### src/rtl/fifo_pkg.sv
// Definitions shared by the async FIFO read-side logic: default widths, the word
// type and the legal read-latency values.
package fifo_pkg;

    localparam int FIFO_DATASIZE = 8;
    localparam int FIFO_ADDRSIZE = 4;

    localparam int RD_LAT_COMB = 0;   // rdata shows the head word while not empty
    localparam int RD_LAT_REG  = 1;   // rdata valid the cycle after rinc

    typedef logic [FIFO_DATASIZE-1:0] fifo_word_t;

endpackage

### src/rtl/fifo_rd_skidbuf.sv
// Small circular output buffer for the FIFO read stream. The head word comes
// straight from storage, so the output is driven only from registered state.
module fifo_rd_skidbuf
    import fifo_pkg::*;
#(
    parameter int  DATASIZE  = FIFO_DATASIZE,
    parameter int  BUF_DEPTH = 2,
    localparam int AW        = $clog2(BUF_DEPTH),
    localparam int OW        = AW + 1
) (
    input  logic                clk,
    input  logic                rst,
    input  logic                wr_en,
    input  logic [DATASIZE-1:0] wr_data,
    input  logic                rd_en,
    output logic [DATASIZE-1:0] rd_data,
    output logic [OW-1:0]       occ
);

    logic [DATASIZE-1:0] mem_q [BUF_DEPTH];
    logic [DATASIZE-1:0] mem_d [BUF_DEPTH];
    logic [AW-1:0]       wr_ptr_q, wr_ptr_d;
    logic [AW-1:0]       rd_ptr_q, rd_ptr_d;
    logic [OW-1:0]       occ_q, occ_d;
    logic                do_rd;

    assign do_rd = rd_en & (occ_q != '0);

    always_comb begin
        mem_d    = mem_q;
        wr_ptr_d = wr_ptr_q;
        rd_ptr_d = rd_ptr_q;
        occ_d    = occ_q;
        if (wr_en) begin
            mem_d[wr_ptr_q] = wr_data;
            wr_ptr_d        = wr_ptr_q + AW'(1);
        end
        if (do_rd) begin
            rd_ptr_d = rd_ptr_q + AW'(1);
        end
        // write and read together leave the occupancy unchanged
        case ({wr_en, do_rd})
            2'b10:   occ_d = occ_q + OW'(1);
            2'b01:   occ_d = occ_q - OW'(1);
            default: occ_d = occ_q;
        endcase
    end

    always_ff @(posedge clk) begin
        if (rst) begin
            mem_q    <= '{default: '0};
            wr_ptr_q <= '0;
            rd_ptr_q <= '0;
            occ_q    <= '0;
        end else begin
            mem_q    <= mem_d;
            wr_ptr_q <= wr_ptr_d;
            rd_ptr_q <= rd_ptr_d;
            occ_q    <= occ_d;
        end
    end

    assign rd_data = mem_q[rd_ptr_q];
    assign occ     = occ_q;

    a_no_overflow : assert property (@(posedge clk) disable iff (rst)
        !(wr_en && !do_rd && (occ_q == OW'(BUF_DEPTH))));

endmodule

### src/rtl/fifo_rd_stream.sv
// FIFO read-side drain engine: pops the FIFO into a small buffer and presents the
// words as a valid/ready stream. Define FIFO_RD_STATS_EN for pop/stall counters.
module fifo_rd_stream
    import fifo_pkg::*;
#(
    parameter int DATASIZE   = FIFO_DATASIZE,
    parameter int RD_LATENCY = RD_LAT_COMB,
    parameter int BUF_DEPTH  = 2
) (
    input  logic                rclk,
    input  logic                rrst,
    input  logic                rd_en,
    input  logic                rempty,
    input  logic [DATASIZE-1:0] rdata,
    output logic                rinc,
    output logic                out_valid,
    input  logic                out_ready,
    output logic [DATASIZE-1:0] out_data,
    output logic                busy
`ifdef FIFO_RD_STATS_EN
    ,
    output logic [31:0]         pop_count,
    output logic [31:0]         stall_cycles
`endif
);

    localparam int AW = $clog2(BUF_DEPTH);
    localparam int OW = AW + 1;

    logic [OW-1:0]       occ;
    logic [OW-1:0]       used, cap, free;
    logic                pop_out;
    logic                inflight_q, inflight_d;
    logic                buf_wr;
    logic [DATASIZE-1:0] buf_wdata;

    assign out_valid = (occ != '0);
    assign pop_out   = out_valid & out_ready;

    // Slots still claimable this cycle; clamps at zero instead of wrapping.
    always_comb begin
        used = occ + OW'(inflight_q);
        cap  = OW'(BUF_DEPTH) + OW'(pop_out);
        free = (cap > used) ? (cap - used) : '0;
    end

    assign rinc = ~rrst & rd_en & ~rempty & (free != '0);

    always_comb begin
        inflight_d = 1'b0;
        buf_wr     = rinc;
        buf_wdata  = rdata;
        if (RD_LATENCY == RD_LAT_REG) begin
            inflight_d = rinc;
            buf_wr     = inflight_q;
        end
    end

    always_ff @(posedge rclk) begin
        if (rrst) begin
            inflight_q <= 1'b0;
        end else begin
            inflight_q <= inflight_d;
        end
    end

    fifo_rd_skidbuf #(
        .DATASIZE  (DATASIZE),
        .BUF_DEPTH (BUF_DEPTH)
    ) u_skidbuf (
        .clk     (rclk),
        .rst     (rrst),
        .wr_en   (buf_wr),
        .wr_data (buf_wdata),
        .rd_en   (pop_out),
        .rd_data (out_data),
        .occ     (occ)
    );

    assign busy = out_valid | inflight_q;

`ifdef FIFO_RD_STATS_EN
    logic [31:0] pop_count_q, pop_count_d;
    logic [31:0] stall_cycles_q, stall_cycles_d;

    always_comb begin
        pop_count_d    = pop_count_q;
        stall_cycles_d = stall_cycles_q;
        if (rinc && (pop_count_q != '1)) begin
            pop_count_d = pop_count_q + 32'd1;
        end
        if (out_valid && !out_ready && (stall_cycles_q != '1)) begin
            stall_cycles_d = stall_cycles_q + 32'd1;
        end
    end

    always_ff @(posedge rclk) begin
        if (rrst) begin
            pop_count_q    <= '0;
            stall_cycles_q <= '0;
        end else begin
            pop_count_q    <= pop_count_d;
            stall_cycles_q <= stall_cycles_d;
        end
    end

    assign pop_count    = pop_count_q;
    assign stall_cycles = stall_cycles_q;
`endif

    a_no_pop_when_empty : assert property (@(posedge rclk) rempty |-> !rinc);

    a_stall_stable : assert property (@(posedge rclk) disable iff (rrst)
        (out_valid && !out_ready) |=> $stable(out_data));

endmodule

### config.mk
export PLATFORM = sky130hd
export DESIGN_NAME = fifo_rd_stream
export DESIGN_NICKNAME = d
export VERILOG_FILES = /design/src/rtl/fifo_pkg.sv /design/src/rtl/fifo_rd_skidbuf.sv /design/src/rtl/fifo_rd_stream.sv
export SDC_FILE = /design/constraint.sdc
export NUM_CORES = 1
export LEC_CHECK = 0
export ABC_CLOCK_PERIOD_IN_PS = 2940
export BUFFER_PORTS_ARGS = -buffer_cell sky130_fd_sc_hd__buf_2
export CORE_UTILIZATION = 50
export DETAILED_ROUTE_END_ITERATION = 8
export PLACE_DENSITY = 0.83
export SLEW_MARGIN = 0
export SYNTH_ARGS = -nofsm -noshare
export SYNTH_HDL_FRONTEND = slang
export SYNTH_HIERARCHICAL = 1
export SYNTH_SLANG_ARGS = --single-unit
### constraint.sdc
create_clock -name rclk -period 2.94 [get_ports rclk]
set_clock_uncertainty 0.15 [all_clocks]
set_input_delay 0.441 -clock rclk [delete_from_list [all_inputs] [get_ports rclk]]
set_output_delay 0.441 -clock rclk [all_outputs]
set_load 0.02 [all_outputs]
# Word level (Yosys, flattened, before mapping)
# Index checks and enable logic that the tools add are counted.
# word_totals
word_cells	38
out_inout_bits	11
reg_bits	20
# classes
n_reduce_logical	4
n_lt_le_gt_ge	4
mux	8
eq_ne	2
bitwise_logic	9
add_sub_neg	6
# op_table
operator	count
$mux W8	4
$bwmux W16	1
$demux W8 S1	1
$reduce_bool A2 Y1	3
$and A1 B1 Y1	5
$ge A2 B2 Y1 const B	2
$not A1 Y2	2
$pmux W2 S2	1
$add A1 B1 Y1 const B	2
$add A2 B1 Y2 const A	1
$add A2 B1 Y2 const B	1
$eq A2 B1 Y1 const B	1
$eq A2 B2 Y1 const B	1
$gt A2 B2 Y1	1
$lt A2 B1 Y1 const B	1
$mux W2	1
$not A1 Y1	2
$sub A2 B1 Y2 const B	1
$sub A2 B2 Y2	1
$logic_and A1 B1 Y1	1

# Depth between registers and ports, before layout
# depth
word_depth	9
depth_mapped	12
ltp_nobuf	11

# By module
# The synthesis kept the hierarchy.
# modules_own_cells
mod	area_each_um2	cells_each	n_inst
fifo_rd_skidbuf	833.3	99	1
fifo_rd_stream	72.6	9	1

# Worst setup path before layout
# No wires, ideal clock.
# synth_timing
path_type	flip-flop to flip-flop
startpoint	register u_skidbuf.occ_q[0], in the netlist u_skidbuf/occ[0]
endpoint	register u_skidbuf.occ_q[1], in the netlist u_skidbuf/occ[1]
setup_time_ns	0.070
setup_slack_ns	0.137
t_required_ns	2.720
arrival_time_ns	2.583
stages_incl_launch_ff	12
path_cell_list	dfxtp_1 > or2_4 > nand2_1 > ha_1 > ha_1 > o21ai_1 > and4b_1 > buf_2 > inv_2 > ha_1 > or3_1 > a21oi_1
# synth_via
elab_chain_cells	9
elab_cells_between_ends	15
# synth_lines
element	line_no	source
start: declaration	fifo_rd_skidbuf.sv:24	logic [OW-1:0] occ_q, occ_d;
start signal: assignment	fifo_rd_skidbuf.sv:54	occ_q <= '0;
start signal: assignment	fifo_rd_skidbuf.sv:59	occ_q <= occ_d;
$reduce_bool A2 Y1 *	fifo_rd_stream.sv:37	assign out_valid = (occ != '0);
net busy	fifo_rd_stream.sv:19	output logic busy
$and A1 B1 Y1 *	fifo_rd_stream.sv:38	assign pop_out = out_valid & out_ready;
$add A2 B1 Y2 *	fifo_rd_stream.sv:43	cap = OW'(BUF_DEPTH) + OW'(pop_out);
$sub A2 B2 Y2 or $gt A2 B2 Y1 (tied branches)	fifo_rd_stream.sv:44	free = (cap > used) ? (cap - used) : '0;
$mux W2 *	fifo_rd_stream.sv:44	
$reduce_bool A2 Y1 *	fifo_rd_stream.sv:47	assign rinc = ~rrst & rd_en & ~rempty & (free != '0);
$and A1 B1 Y1 *	fifo_rd_stream.sv:47	
net rinc	fifo_rd_stream.sv:15	output logic rinc,
$eq A2 B1 Y1 or $eq A2 B2 Y1 (tied branches)	fifo_rd_skidbuf.sv:42	case ({wr_en, do_rd})
$pmux W2 S2 or $reduce_bool A2 Y1 (tied branches)	-	
# The timed path passes the listed nets; every way through them passes the cells marked *.
# A chain may end at the register's enable or synchronous reset.

# Worst setup path after layout
# layout_timing
startpoint	register u_skidbuf.occ_q[0], in the netlist u_skidbuf/occ[0]
endpoint	output rinc
# layout_via
elab_chain_cells	7
elab_cells_between_ends	8
# layout_lines
element	line_no
$reduce_bool A2 Y1	fifo_rd_stream.sv:37
$and A1 B1 Y1	fifo_rd_stream.sv:38
$add A2 B1 Y2	fifo_rd_stream.sv:43
$sub A2 B2 Y2 or $gt A2 B2 Y1 (tied branches)	fifo_rd_stream.sv:44
$mux W2 *	fifo_rd_stream.sv:44
$reduce_bool A2 Y1 *	fifo_rd_stream.sv:47
$and A1 B1 Y1 *	fifo_rd_stream.sv:47
end: declaration	fifo_rd_stream.sv:15
# Every way passes the cells marked *; elsewhere a longest branch is shown, timed or not.

==> qor.yml <==
status: "complete, no violations"
grtUsageTotal_pct: 18.5
path_class: "reg2out"
grt_max_degree: 22
clock_latency_ns: 0.30
end_kind: "primary output"
cts_tree: "built"
netlist_area_sq_um: 906
hold_slack_ns: 0.230
dr.pass1.iters: 4
dieWidth_um: 44.6
syn_to_final_growth_pct: 15.9
instances_no_fill: 153
synth_top_family_by_area: "simple AND/OR/NAND/NOR gates"
hold_buffers: 0
die-area_sq_mm: 0.00199
critPathRequiredTime_ns: 2.35
fin_tns_setup_ns: 0
ant_nets: 0
rrSetupSlack_ns: 0.27
slowest_stage: "dfxtp_1"
totalWireLength_mm: 1.79
grt_pass1_vias: 673
fill_cells: 165
die_h_um: 44.6
hp-start: "rdata[3]"
clockPowerShare_pct: 27.0
synth_seq_cells: 20
cts_resized: 0
crit-reg2reg-launch: "u_skidbuf/occ[0]$_SDFFE_PP0P_"
maxCapViolations: 0
synth_fa_ha_area_share_pct: 4.14
core-area_sq_mm: 0.00171
rows: 15
rsz0062_at_grt: "no"
crit_chain: "or2_4 > nand2_1 > ha_1 > ha_1 > o21ai_1 > and4b_1 > buf_2"
setup_ws_ns: 0.260
p_leak_uw: 0.000445
diodes: 0
drtIter0Drc: 10
synthesis.instances: 108
clk_pin_slew_ns: 0.11
finalHoldViolations: 0
regArea_sq_um: 400
tritoncts.num_buffers: 3
gp_congestion: 0.709
p_sw_uw: 123
cp-start-kind: "flop"
post_drt_wl_per_cell_um: 11.7
max_slew_margin_pct: 67.3
syn_nets: 124
hold_path.class: "in2reg"
muxShareOfSynthArea_pct: 9.94
grt_first_pass_wirelength_mm: 2.68
dp_cells: 150
p_comb_share_pct: 13.0
synth_top_cell_area_share_pct: 44.2
multi_input_area_sq_um: 462
power_uw: 475
cts_sinks: 20
max_freq_ghz: 0.373
seq_power_share_pct: 60.0
setup_viol: 0
ys_top_cells_by_area: "dfxtp_1 (44%), nand2_1 (11%), a21oi_1 (9.9%), mux2_1 (9.9%), nand3_1 (4.4%)"
drv_slew: 0
overflow: 0
crit_family: "simple AND/OR/NAND/NOR gates"
cp-startpoint: "u_skidbuf/occ[0]$_SDFFE_PP0P_"
io_pins: 24
yosysWarnings: 6
finalCritPeriodShare_pct: 91.2
cts-root-buf: "clkbuf_4"
tightest_slew_ns: 0.490
critPathBufInv: 1
num_vias: 805
power.density_mw_per_mm2: 453
synth-simple-area-share_pct: 22.0
io_buffers: 23
ir_drop_v: 0.000271
ys_seq_area_share_pct: 44.2
slowest_delay_ns: 0.44
crit_top_cell: "ha_1"
route.detailed.drc: 0
fin_nets: 146
synth_xor_area_share_pct: 2.90
via_per_inst: 5.26
synthDistinctLibCells: 22
internal_power_uw: 352
period_needed_ns: 2.68
post_cts_buffers: 0
cts_buffer_depth: 2
dpl.hpwl_mm: 1.24
synth.largest_area_cell: "dfxtp_1"
synth_compound_area_share_pct: 12.0
initial_core_util_pct: 53.0
htree_levels: 1
swShare_pct: 26.0
syn_area_per_cell_sq_um: 8.39
drive_gt1_share_pct: 25.0
arrival_ns: 2.09
antenna_found_initial: 0
path_max_fanout: 7
dp_slack_ns: 0.320
area by class of cell:
cell class / count / area share [%]
Timing Repair Buffer: 25 / 12.4
Sequential cell: 20 / 38.1
Tap cell: 25 / 2.98
Multi-Input combinational cell: 79 / 44.0
Clock buffer: 3 / 2.15
Inverter: 1 / 0.358
Yosys cell counts (all sizes together):
master,number
xor2,1
buf,6
o21a,1
and2,1
o21ai,2
nor2,3
nand2b,1
nand3,8
mux2,8
clkbuf,2
nor2b,1
a21oi,18
ha,3
and4b,1
dfxtp,20
inv,1
nand2,27
xnor2,2
or3,1
or2,1
final timing paths:
| kind | cells after the start | end |
|---|---|---|
| hold reg to reg | 2 | u_skidbuf/mem_q[11]$_SDFFE_PP0P_ |
| setup reg to reg | 10 | u_skidbuf/occ[1]$_SDFFE_PP0P_ |
| hold / removal | 3 | u_skidbuf/mem_q[11]$_SDFFE_PP0P_ |
| setup / recovery | 7 | rinc |
cell usage in the layout, fill, tap and decap left out:
master / n
a21oi_1: 18
and2_4: 1
and4b_1: 1
buf_2: 23
buf_4: 2
clkbuf_4: 3
dfxtp_1: 20
ha_1: 3
inv_2: 1
mux2_1: 8
nand2_1: 27
nand2b_1: 1
nand3_1: 8
nor2_1: 3
nor2b_1: 1
o21a_2: 1
o21ai_0: 1
o21ai_1: 1
or2_4: 1
or3_1: 1
xnor2_1: 2
xor2_1: 1
metrics by stage:
step	area [sq um]	util, %
detailed placement	1030	60.1
global route	1050	61.5
global placement	1030	60.1
finish	1050	61.5
floorplan	906	-
CTS	1050	61.5
state kept, by name, summed over array words and instances (netlist names):
name	flops
u_skidbuf/occ	2
u_skidbuf/mem_q	16
u_skidbuf/rd_ptr_q	1
u_skidbuf/wr_ptr_q	1
cells by family (layout without fill, tap and decap cells):
| family | after synthesis | after routing |
|---|---|---|
| buffers and inverters | 9 | 29 |
| AO/OA/AOI/OAI | 21 | 21 |
| flip-flops | 20 | 20 |
| AND/OR/NAND/NOR | 44 | 44 |
| XOR/XNOR | 3 | 3 |
| multiplexers | 8 | 8 |
| adder cells (fa/ha/maj) | 3 | 3 |
per-layer routing:
layer	wire, um	part of all wire (%)	vias up	track usage, %
li1	-	-	403	-
met3	92	5.1	2	4.08
met2	854	48	26	33.2
met5	0	0	-	0
met4	13	0.72	0	7.27
met1	833	46	374	21.0
tightest hold or removal path: cells and delay by family:
kind	cells	cell delay [ns]
buffers and inverters	1	0.10
AND/OR/NAND/NOR	1	0.05
AO/OA/AOI/OAI	1	0.05
power groups by stage:
| stage | sequential, uW | clock [uW] | combinational, uW |
|---|---|---|---|
| final | 285 | 128 | 61.7 |
| after global routing | 286 | 139 | 67.5 |
| after CTS | 285 | 132 | 62.0 |
| after detailed placement | 291 | 0 | 61.5 |
| after global placement | 290 | 0 | 60.3 |
| after floorplan | 288 | 0 | 44.3 |
Note: power is estimated with default switching activity, not from simulation.
